## src/rtl/id_seq_pkg.sv

```systemverilog
`default_nettype none
// ============================================================================
// Module      : id_seq_pkg
// Description : Shared types and constants for the ID digit sequencer.
// Revision    : 1.0 - initial release
// ============================================================================
package id_seq_pkg;

    typedef enum logic [1:0] {
        IDLE   = 2'd0,
        RUN    = 2'd1,
        HOLD   = 2'd2,
        FINISH = 2'd3
    } state_e;

    // Active-low {g,f,e,d,c,b,a} patterns for hex digits 0..F
    localparam logic [6:0] SEG7_LUT [16] = '{
        7'h40, 7'h79, 7'h24, 7'h30, 7'h19, 7'h12, 7'h02, 7'h78,
        7'h00, 7'h10, 7'h08, 7'h03, 7'h46, 7'h21, 7'h06, 7'h0E
    };

    localparam logic [6:0] SEG7_BLANK = 7'h7F;

    function automatic int idx_w(input int depth);
        return (depth > 1) ? $clog2(depth) : 1;
    endfunction

endpackage
`default_nettype wire

```

## src/rtl/tick_div.sv

```systemverilog
`default_nettype none
// ============================================================================
// Module      : tick_div
// Description : DIV-cycle prescaler with enable and synchronous clear.
// Revision    : 1.0 - initial release
// ============================================================================
module tick_div #(
    parameter int DIV = 4
) (
    input  logic clk,
    input  logic reset,
    input  logic en,
    input  logic clr,
    output logic tick
);

    localparam int            CW   = (DIV > 1) ? $clog2(DIV) : 1;
    localparam logic [CW-1:0] LAST = CW'(DIV - 1);

    logic [CW-1:0] cnt_q, cnt_d;

    assign tick = en && (cnt_q == LAST);

    always_comb begin
        cnt_d = cnt_q;
        if (clr) begin
            cnt_d = '0;
        end else if (en) begin
            cnt_d = tick ? '0 : cnt_q + 1'b1;
        end
    end

    always_ff @(posedge clk or negedge reset) begin
        if (!reset) begin
            cnt_q <= '0;
        end else begin
            cnt_q <= cnt_d;
        end
    end

endmodule
`default_nettype wire

```

## src/rtl/id_seq_ctrl.sv

```systemverilog
`default_nettype none
// ============================================================================
// Module      : id_seq_ctrl
// Description : Programmable digit-sequence player; SEG7_EN adds a seg output.
// Revision    : 1.0 - initial release
// ============================================================================
module id_seq_ctrl
    import id_seq_pkg::*;
#(
    parameter int DEPTH = 8,
    parameter int DIV   = 4
) (
    input  logic                      clk,
    input  logic                      reset,
    input  logic                      wr_en,
    input  logic [idx_w(DEPTH)-1:0]   wr_addr,
    input  logic [3:0]                wr_data,
    input  logic [idx_w(DEPTH):0]     len,
    input  logic                      start,
    input  logic                      stop,
    input  logic                      step,
    input  logic                      loop_en,
    output logic [3:0]                id,
    output logic                      id_valid,
    output logic [idx_w(DEPTH)-1:0]   idx,
    output logic                      busy,
    output logic                      done
`ifdef SEG7_EN
    ,
    output logic [6:0]                seg
`endif
);

    localparam int AW = idx_w(DEPTH);
    localparam int LW = AW + 1;

    state_e        state_q, state_d;
    logic [3:0]    table_q [DEPTH];
    logic [3:0]    table_d [DEPTH];
    logic [AW-1:0] idx_q, idx_d;
    logic [3:0]    id_q, id_d;
    logic [LW-1:0] len_q, len_d;

    logic          tick;
    logic          last;
    logic [AW-1:0] next_idx;
    logic [3:0]    next_id;
    logic [3:0]    first_id;
    logic          len_ok;
    logic          adv;

    // Counter holds its count in HOLD and restarts on every entry to RUN
    tick_div #(.DIV(DIV)) u_tick_div (
        .clk   (clk),
        .reset (reset),
        .en    ((state_q == RUN) && !stop),
        .clr   ((state_q == IDLE) || (state_q == FINISH) ||
                ((state_q == HOLD) && start && !stop)),
        .tick  (tick)
    );

    // Reads bypass a same-cycle write so the new digit shows on the advance
    always_comb begin
        last     = ({1'b0, idx_q} == (len_q - 1'b1));
        next_idx = last ? '0 : idx_q + 1'b1;
        next_id  = (wr_en && (wr_addr == next_idx)) ? wr_data : table_q[next_idx];
        first_id = (wr_en && (wr_addr == '0)) ? wr_data : table_q[0];
        len_ok   = (len != '0) && (len <= LW'(DEPTH));
    end

    always_comb begin
        table_d = table_q;
        if (wr_en && ({1'b0, wr_addr} < LW'(DEPTH))) begin
            table_d[wr_addr] = wr_data;
        end
    end

    always_comb begin
        state_d = state_q;
        idx_d   = idx_q;
        id_d    = id_q;
        len_d   = len_q;
        adv     = 1'b0;
        case (state_q)
            IDLE: begin
                if (!stop && start && len_ok) begin
                    len_d   = len;
                    idx_d   = '0;
                    id_d    = first_id;
                    state_d = RUN;
                end
            end
            RUN: begin
                if (stop)      state_d = HOLD;
                else if (tick) adv     = 1'b1;
            end
            HOLD: begin
                if (stop) begin
                    state_d = IDLE;
                    idx_d   = '0;
                end else if (start) begin
                    state_d = RUN;
                end else if (step) begin
                    adv = 1'b1;
                end
            end
            FINISH:  state_d = IDLE;
            default: state_d = IDLE;
        endcase

        if (adv) begin
            if (last && !loop_en) begin
                state_d = FINISH;
            end else begin
                idx_d = next_idx;
                id_d  = next_id;
            end
        end
    end

    always_ff @(posedge clk or negedge reset) begin
        if (!reset) begin
            state_q <= IDLE;
            table_q <= '{default: '0};
            idx_q   <= '0;
            id_q    <= '0;
            len_q   <= '0;
        end else begin
            state_q <= state_d;
            table_q <= table_d;
            idx_q   <= idx_d;
            id_q    <= id_d;
            len_q   <= len_d;
        end
    end

    assign id       = id_q;
    assign idx      = idx_q;
    assign id_valid = (state_q == RUN) || (state_q == HOLD);
    assign busy     = id_valid;
    assign done     = (state_q == FINISH);

`ifdef SEG7_EN
    assign seg = id_valid ? SEG7_LUT[id_q] : SEG7_BLANK;
`endif

endmodule
`default_nettype wire

```

## config.mk

```make
export PLATFORM = sky130hd
export DESIGN_NAME = id_seq_ctrl
export DESIGN_NICKNAME = d
export VERILOG_FILES = /design/src/rtl/id_seq_pkg.sv /design/src/rtl/tick_div.sv /design/src/rtl/id_seq_ctrl.sv
export SDC_FILE = /design/constraint.sdc
export NUM_CORES = 1
export LEC_CHECK = 0
export ABC_AREA = 1
export BUFFER_PORTS_ARGS = -buffer_cell sky130_fd_sc_hd__buf_2
export CAP_MARGIN = 20
export CORE_MARGIN = 10
export CORE_UTILIZATION = 55
export CTS_CLUSTER_DIAMETER = 120
export DETAILED_ROUTE_END_ITERATION = 10
export PLACE_DENSITY = 0.85
export SYNTH_ARGS = -nofsm -noshare
export SYNTH_HDL_FRONTEND = slang
export SYNTH_SLANG_ARGS = --single-unit
```

## constraint.sdc

```tcl
create_clock -name clk -period 4.1 [get_ports clk]
set_clock_uncertainty 0.15 [all_clocks]
set_input_delay 0.205 -clock clk [delete_from_list [all_inputs] [get_ports clk]]
set_output_delay 0.205 -clock clk [all_outputs]
set_load 0.01 [all_outputs]
```

# After elaboration in Yosys (flattened, before gate mapping)
# Cells that the tools add are included.
# word_totals
regBits	47
input_bits	18
output_inout_bits	10
# classes
n_addsub	3
n_lt_le_gt_ge	4
eq_ne	6
n_mux	34
bitwise_logic	2
n_reduce_logical	21
# ops
operator	count
4-bit 2-to-1 mux	9
32-bit bitwise mux	1
2-bit 2-to-1 mux	9
3-bit 2-to-1 mux	5
4-bit binary-select mux with 3-bit select	1
4-bit demux with 3-bit select	1
1-bit logical AND	11
4-bit greater-or-equal comparator (second input constant)	2
3-bit NOT with 4-bit output	2
2-bit case mux with 4 select lines	1
2-bit equality test (second input constant)	3
3-bit case mux with 2 select lines	1
1-bit 2-to-1 mux	5
3-bit by 4-bit equality test with 1-bit output	1
4-bit <= comparator (second input constant)	1
4-bit by 1-bit < comparator with 1-bit output (second input constant)	1
4-bit nonzero test	1
4-bit by 1-bit subtractor with 4-bit output (second input constant)	1
3-bit by 1-bit adder with 3-bit output (second input constant)	1
3-bit equality test	1
3-bit logical NOT	1
1-bit logical OR	3
2-bit by 1-bit adder with 2-bit output (second input constant)	1
2-bit by 1-bit equality test with 1-bit output (second input constant)	1
other kinds (5)	6

# Depth between registers and ports, before layout
# depth
depth_word	10
mapped_depth	17
mapped_depth_nobuf	17

# Cells and area by module
# From an unflattened synthesis, not the netlist that was laid out.
# unflattened
cells_unflattened	347
area_unflattened_um2	2667.6
# by_module_without_submodules
module	n_inst	cells_each	area_each_um2	seq_area_each_um2
id_seq_ctrl	1	331	2549.9	1126.1
tick_div	1	16	117.6	50.0

# Worst setup path before layout
# No wires, ideal clock.
# synth_timing
path_type	register to register
start	reg idx_q[0], in the netlist idx[0]
end	reg id_q[1], in the netlist id[1]
setup_ns	0.129
arrival_time_ns	1.756
setup_slack_ns	2.064
stages_incl_launch_ff	10
n_path_buf	1
period_less_slack_ns	2.036
path_cell_list	dfrtp_1 > ha_1 > clkbuf_1 > nand2_2 > nand2_1 > nand2_1 > nor2_2 > nand2_1 > nand3_1 > a21oi_2
# synth_via
elab_chain_cells	9
word_cells_on_any_way	13
cone_classes	add/sub: 1; eq/ne: 2; mux: 7; bitwise: 1; reduce/logical: 2
# synth_lines
item	line_no	source
start: declaration	id_seq_ctrl.sv:40	logic [AW-1:0] idx_q, idx_d;
start signal: assignment	id_seq_ctrl.sv:131	idx_q <= idx_d;
3-bit by 1-bit adder with 3-bit output or 3-bit by 4-bit equality test with 1-bit output (tied branches)	id_seq_ctrl.sv:65, id_seq_ctrl.sv:64	
3-bit 2-to-1 mux	id_seq_ctrl.sv:65	next_idx = last ? '0 : idx_q + 1'b1;
3-bit NOT with 4-bit output (implied by the code)	id_seq_ctrl.sv:66	next_id = (wr_en && (wr_addr == next_idx)) ? wr_data : table_q[next_idx];
4-bit binary-select mux with 3-bit select	id_seq_ctrl.sv:66	
4-bit 2-to-1 mux (implied by the code) (2 in a row)	id_seq_ctrl.sv:66	
4-bit 2-to-1 mux	id_seq_ctrl.sv:66	
4-bit 2-to-1 mux (*)	id_seq_ctrl.sv:112	if (last && !loop_en) begin
4-bit 2-to-1 mux (*)	id_seq_ctrl.sv:111	if (adv) begin
net id_d[1]	id_seq_ctrl.sv:41	logic [3:0] id_q, id_d;
end signal: assignment	id_seq_ctrl.sv:132	id_q <= id_d;
end: declaration	id_seq_ctrl.sv:41	
# The timed path passes the listed nets; every way through them passes the cells marked *. The select of a mux whose other input is x is not followed.
# A chain may end at the register's enable or synchronous reset.

# Final worst setup path
# layout_timing
start	in len[1]
end	reg idx_q[0], in the netlist idx[0]
# layout_via
elab_chain_cells	7
word_cells_on_any_way	8
cone_classes	order compare: 1; mux: 4; reduce/logical: 3
# layout_lines
item	line_no	source
start: declaration	id_seq_ctrl.sv:18	input logic [idx_w(DEPTH):0] len,
4-bit <= comparator or 4-bit nonzero test (tied branches)	id_seq_ctrl.sv:68	len_ok = (len != '0) && (len <= LW'(DEPTH));
1-bit logical AND (*)	id_seq_ctrl.sv:68	
1-bit logical AND (*)	id_seq_ctrl.sv:86	if (!stop && start && len_ok) begin
3-bit 2-to-1 mux (*)	id_seq_ctrl.sv:86	
3-bit case mux with 2 select lines (*)	id_seq_ctrl.sv:84	case (state_q)
3-bit 2-to-1 mux	id_seq_ctrl.sv:112	
3-bit 2-to-1 mux (*)	id_seq_ctrl.sv:111	
net idx_d[0]	id_seq_ctrl.sv:40	
# The timed path passes the listed nets; every way through them passes the cells marked *.

==> insert_results.sql <==
INSERT INTO impl_metrics (metric_group, metric, value, unit) VALUES
('critical_path', 'r2r.worst_path.cells', '9', ''),
('routing', 'route.detailed.drc', '0', ''),
('routing', 'drt_pass1_iterations', '6', ''),
('cts', 'htreeDepth', '2', ''),
('min_path', 'hold-path-endpoint', 'table_q[2]$_DFFE_PN0P_', ''),
('timing', 'worstMarginPinSlew', '0.799', 'ns'),
('logic_synthesis', 'synth-edff-count', '0', ''),
('final_layout', 'syn_to_final_growth', '11.7', '%'),
('logic_synthesis', 'postSynthRegisterBits', '47', ''),
('routing', 'detail_route.wl_per_cell', '14.5', 'um'),
('final_layout', 'layout.cells.most_common', 'sky130_fd_sc_hd__nand2_1', ''),
('cts', 'cts-buffers-inserted', '5', ''),
('final_layout', 'multi_input_area', '0.00124', 'mm2'),
('die', 'fp.dieW', '89.5', 'um'),
('timing', 'rsz0062_at_grt', 'no', ''),
('timing', 'timing.hold.ws', '0.000638', 'ns'),
('critical_path', 'cp-startpoint', 'len[1]', ''),
('grt', 'track_usage', '16.9', '%'),
('final_layout', 'final_area', '0.00297', 'mm2'),
('run', 'drv_cap', '0', ''),
('routing', 'avgViaCountPerCell', '5.52', ''),
('final_layout', 'mostFrequentLayoutCells', '95 x sky130_fd_sc_hd__nand2_1, 52 x sky130_fd_sc_hd__inv_1, 47 x sky130_fd_sc_hd__dfrtp_1', ''),
('final_layout', 'antenna_cells_inserted', '0', ''),
('cts', 'clk_pin_slew', '0.08', 'ns'),
('place', 'place.detailed.hpwl', '4680', 'um'),
('routing', 'route.final.wire_length', '6250', 'um'),
('place', 'dpl-instance-area', '0.00282', 'mm2'),
('cts', 'clock_insertion_delay_worst_skew', '0.31', 'ns'),
('logic_synthesis', 'synth_seq_area_share', '44.2', '%'),
('grt', 'pin_count_of_the_biggest_net_entering_global_routing', '48', ''),
('min_path', 'hp-start', 'wr_data[2]', ''),
('timing', 'timing.slew.headroom', '46.3', '%'),
('logic_synthesis', 'ys_dominant_reg_cell', 'sky130_fd_sc_hd__dfrtp_1', ''),
('logic_synthesis', 'synth_area', '0.00266', 'mm2'),
('final_layout', 'finish.cell_count_without_fillers', '432', ''),
('grt', 'grt_first_pass_wirelength', '10700', 'um'),
('min_path', 'hold_path_depth', '3', ''),
('final_layout', 'seqCellArea', '0.00118', 'mm2'),
('die', 'std_cell_rows', '25', ''),
('timing', 'finalHoldViolations', '0', ''),
('die', 'start_util', '56.7', '%'),
('die', 'num_io_pins', '28', ''),
('logic_synthesis', 'synth_largest_area_cell', 'sky130_fd_sc_hd__dfrtp_1', ''),
('final_layout', 'utilization', '63.3', '%'),
('timing', 'timing.final.max_slew_violations', '0', ''),
('status', 'outcome', 'completed', ''),
('logic_synthesis', 'number_of_instances_in_the_synthesized_netlist', '346', ''),
('cts', 'post_cts.repair.setup_buffers', '0', ''),
('critical_path', 'critical_path_required', '4.13', 'ns'),
('logic_synthesis', 'synth_cell_type_count', '30', ''),
('cts', 'cts_sinks', '47', ''),
('logic_synthesis', 'post_synth.cell_area_avg', '7.69', 'um2'),
('cts', 'clock_tree.root_cell', 'sky130_fd_sc_hd__clkbuf_8', ''),
('routing', 'via_count', '2386', ''),
('cts', 'clock_path_buffers', '2', ''),
('cts', 'tritoncts_clock_tree', 'built', ''),
('power_and_ir_drop', 'total_leakage_power', '1.56', 'nW'),
('critical_path', 'worst_r2r_endpoint', 'idx[0]$_DFF_PN0_', ''),
('critical_path', 'critical_path.endpoint_type', 'flip-flop', ''),
('timing', 'post-route-period-util', '59.0', '%'),
('power_and_ir_drop', 'ir_drop', '0.260', 'mV'),
('timing', 'time_the_final_worst_path_needs_with_i_o_delays_and_setup', '2.42', 'ns'),
('power_and_ir_drop', 'power_per_cell_area', '517', 'mW/mm2'),
('critical_path', 'r2r_setup_slack', '1.71', 'ns'),
('final_layout', 'nets', '402', ''),
('logic_synthesis', 'synth_top_cell_area_share', '44.2', '%'),
('die', 'floorplan.die_area', '0.00802', 'mm2'),
('critical_path', 'worst-setup-path-type', 'input pin to flip-flop', ''),
('grt', 'via_count_of_the_first_global_routing_pass', '2299', ''),
('place', 'port_buffers', '27', ''),
('grt', 'grt-ovfl-total', '0', '');
through the flow:
stage	power (mW)	setup WS, ns
2_1_floorplan	1.08	2.06
3_3_place_gp	1.20	1.86
3_5_place_dp	1.23	1.76
4_1_cts	1.53	1.72
5_1_grt	1.66	1.37
6_report	1.54	1.68
cells in the mapped netlist (2+ instances only):
library cell	count
sky130_fd_sc_hd__nand2_1	95
sky130_fd_sc_hd__inv_1	52
sky130_fd_sc_hd__dfrtp_1	47
sky130_fd_sc_hd__o21ai_0	44
sky130_fd_sc_hd__nand3_1	30
sky130_fd_sc_hd__nor2_1	16
sky130_fd_sc_hd__o2111ai_1	8
sky130_fd_sc_hd__ha_1	7
sky130_fd_sc_hd__nand3b_1	6
sky130_fd_sc_hd__nand2_2	5
sky130_fd_sc_hd__or2_2	4
sky130_fd_sc_hd__a21oi_1	3
sky130_fd_sc_hd__clkbuf_1	3
sky130_fd_sc_hd__nand3_2	3
sky130_fd_sc_hd__nor2_2	3
sky130_fd_sc_hd__a211oi_1	2
sky130_fd_sc_hd__a21oi_2	2
sky130_fd_sc_hd__buf_6	2
sky130_fd_sc_hd__nor3_1	2
sky130_fd_sc_hd__xnor2_1	2
power breakdown:
part           switching, mW  total, mW  internal [mW]
clock                  0.156      0.309          0.153
sequential            0.0694      0.640          0.571
combinational          0.366      0.587          0.221
total                  0.591       1.54          0.945
how the worst max path moves through the flow:
stage	slack, ns	cells past startpoint	to
floorplan	2.06	9	id[1]$_DFF_PN0_
global placement	1.86	11	id[1]$_DFF_PN0_
detailed placement	1.76	12	id[1]$_DFF_PN0_
CTS	1.72	12	idx[0]$_DFF_PN0_
global route	1.37	12	idx[0]$_DFF_PN0_
finish	1.68	12	idx[0]$_DFF_PN0_
worst max-delay path, stage by stage:
cell	delay, ns
sky130_fd_sc_hd__dlygate4sd3_1	0.54
sky130_fd_sc_hd__buf_2	0.13
sky130_fd_sc_hd__nor2_1	0.09
sky130_fd_sc_hd__nand2_1	0.07
sky130_fd_sc_hd__nand2_1	0.06
sky130_fd_sc_hd__nand3b_1	0.08
sky130_fd_sc_hd__nor2_1	0.39
sky130_fd_sc_hd__inv_1	0.29
sky130_fd_sc_hd__o21ai_0	0.17
sky130_fd_sc_hd__o21ai_0	0.20
sky130_fd_sc_hd__nand3_1	0.11
sky130_fd_sc_hd__o21ai_0	0.11
flip-flops by register name, summed over array words and instances (netlist names):
signal            flops
idx                   3
len_q                 4
id                    4
u_tick_div.cnt_q      2
state_q               2
table_q              32
repair_timing:
item	4_1_cts	5_1_grt
gates resized for setup	0	0
hold buffers	3	0
hold endpoints to repair	49	0
kinds of logic (layout without fill, tap and decap cells):
group / count (synthesis) / after routing / synth area share (%)
flip-flops: 47 / 47 / 44.2
XOR/XNOR: 3 / 3 / 0.988
buffers and inverters: 59 / 91 / 9.08
AND/OR/NAND/NOR: 167 / 167 / 28.6
adder cells (fa/ha/maj): 7 / 7 / 3.29
AO/OA/AOI/OAI: 63 / 63 / 13.8
final cells by class:
type,instances,area share (%)
multi-input combinational,240,41.8
sequential,47,39.6
inverter,52,6.57
timing repair buffer,31,6.23
clock buffer,7,3.24
tap,54,2.27
clock inverter,1,0.253
layer usage:
metal	GRT usage, %	up-vias	wire length (um)
li1	-	1181	-
met1	21.1	1100	2790
met2	28.6	97	2930
met3	3.65	8	450
met4	4.91	0	76
met5	0	-	0
Power figures use the tool's default switching activity.
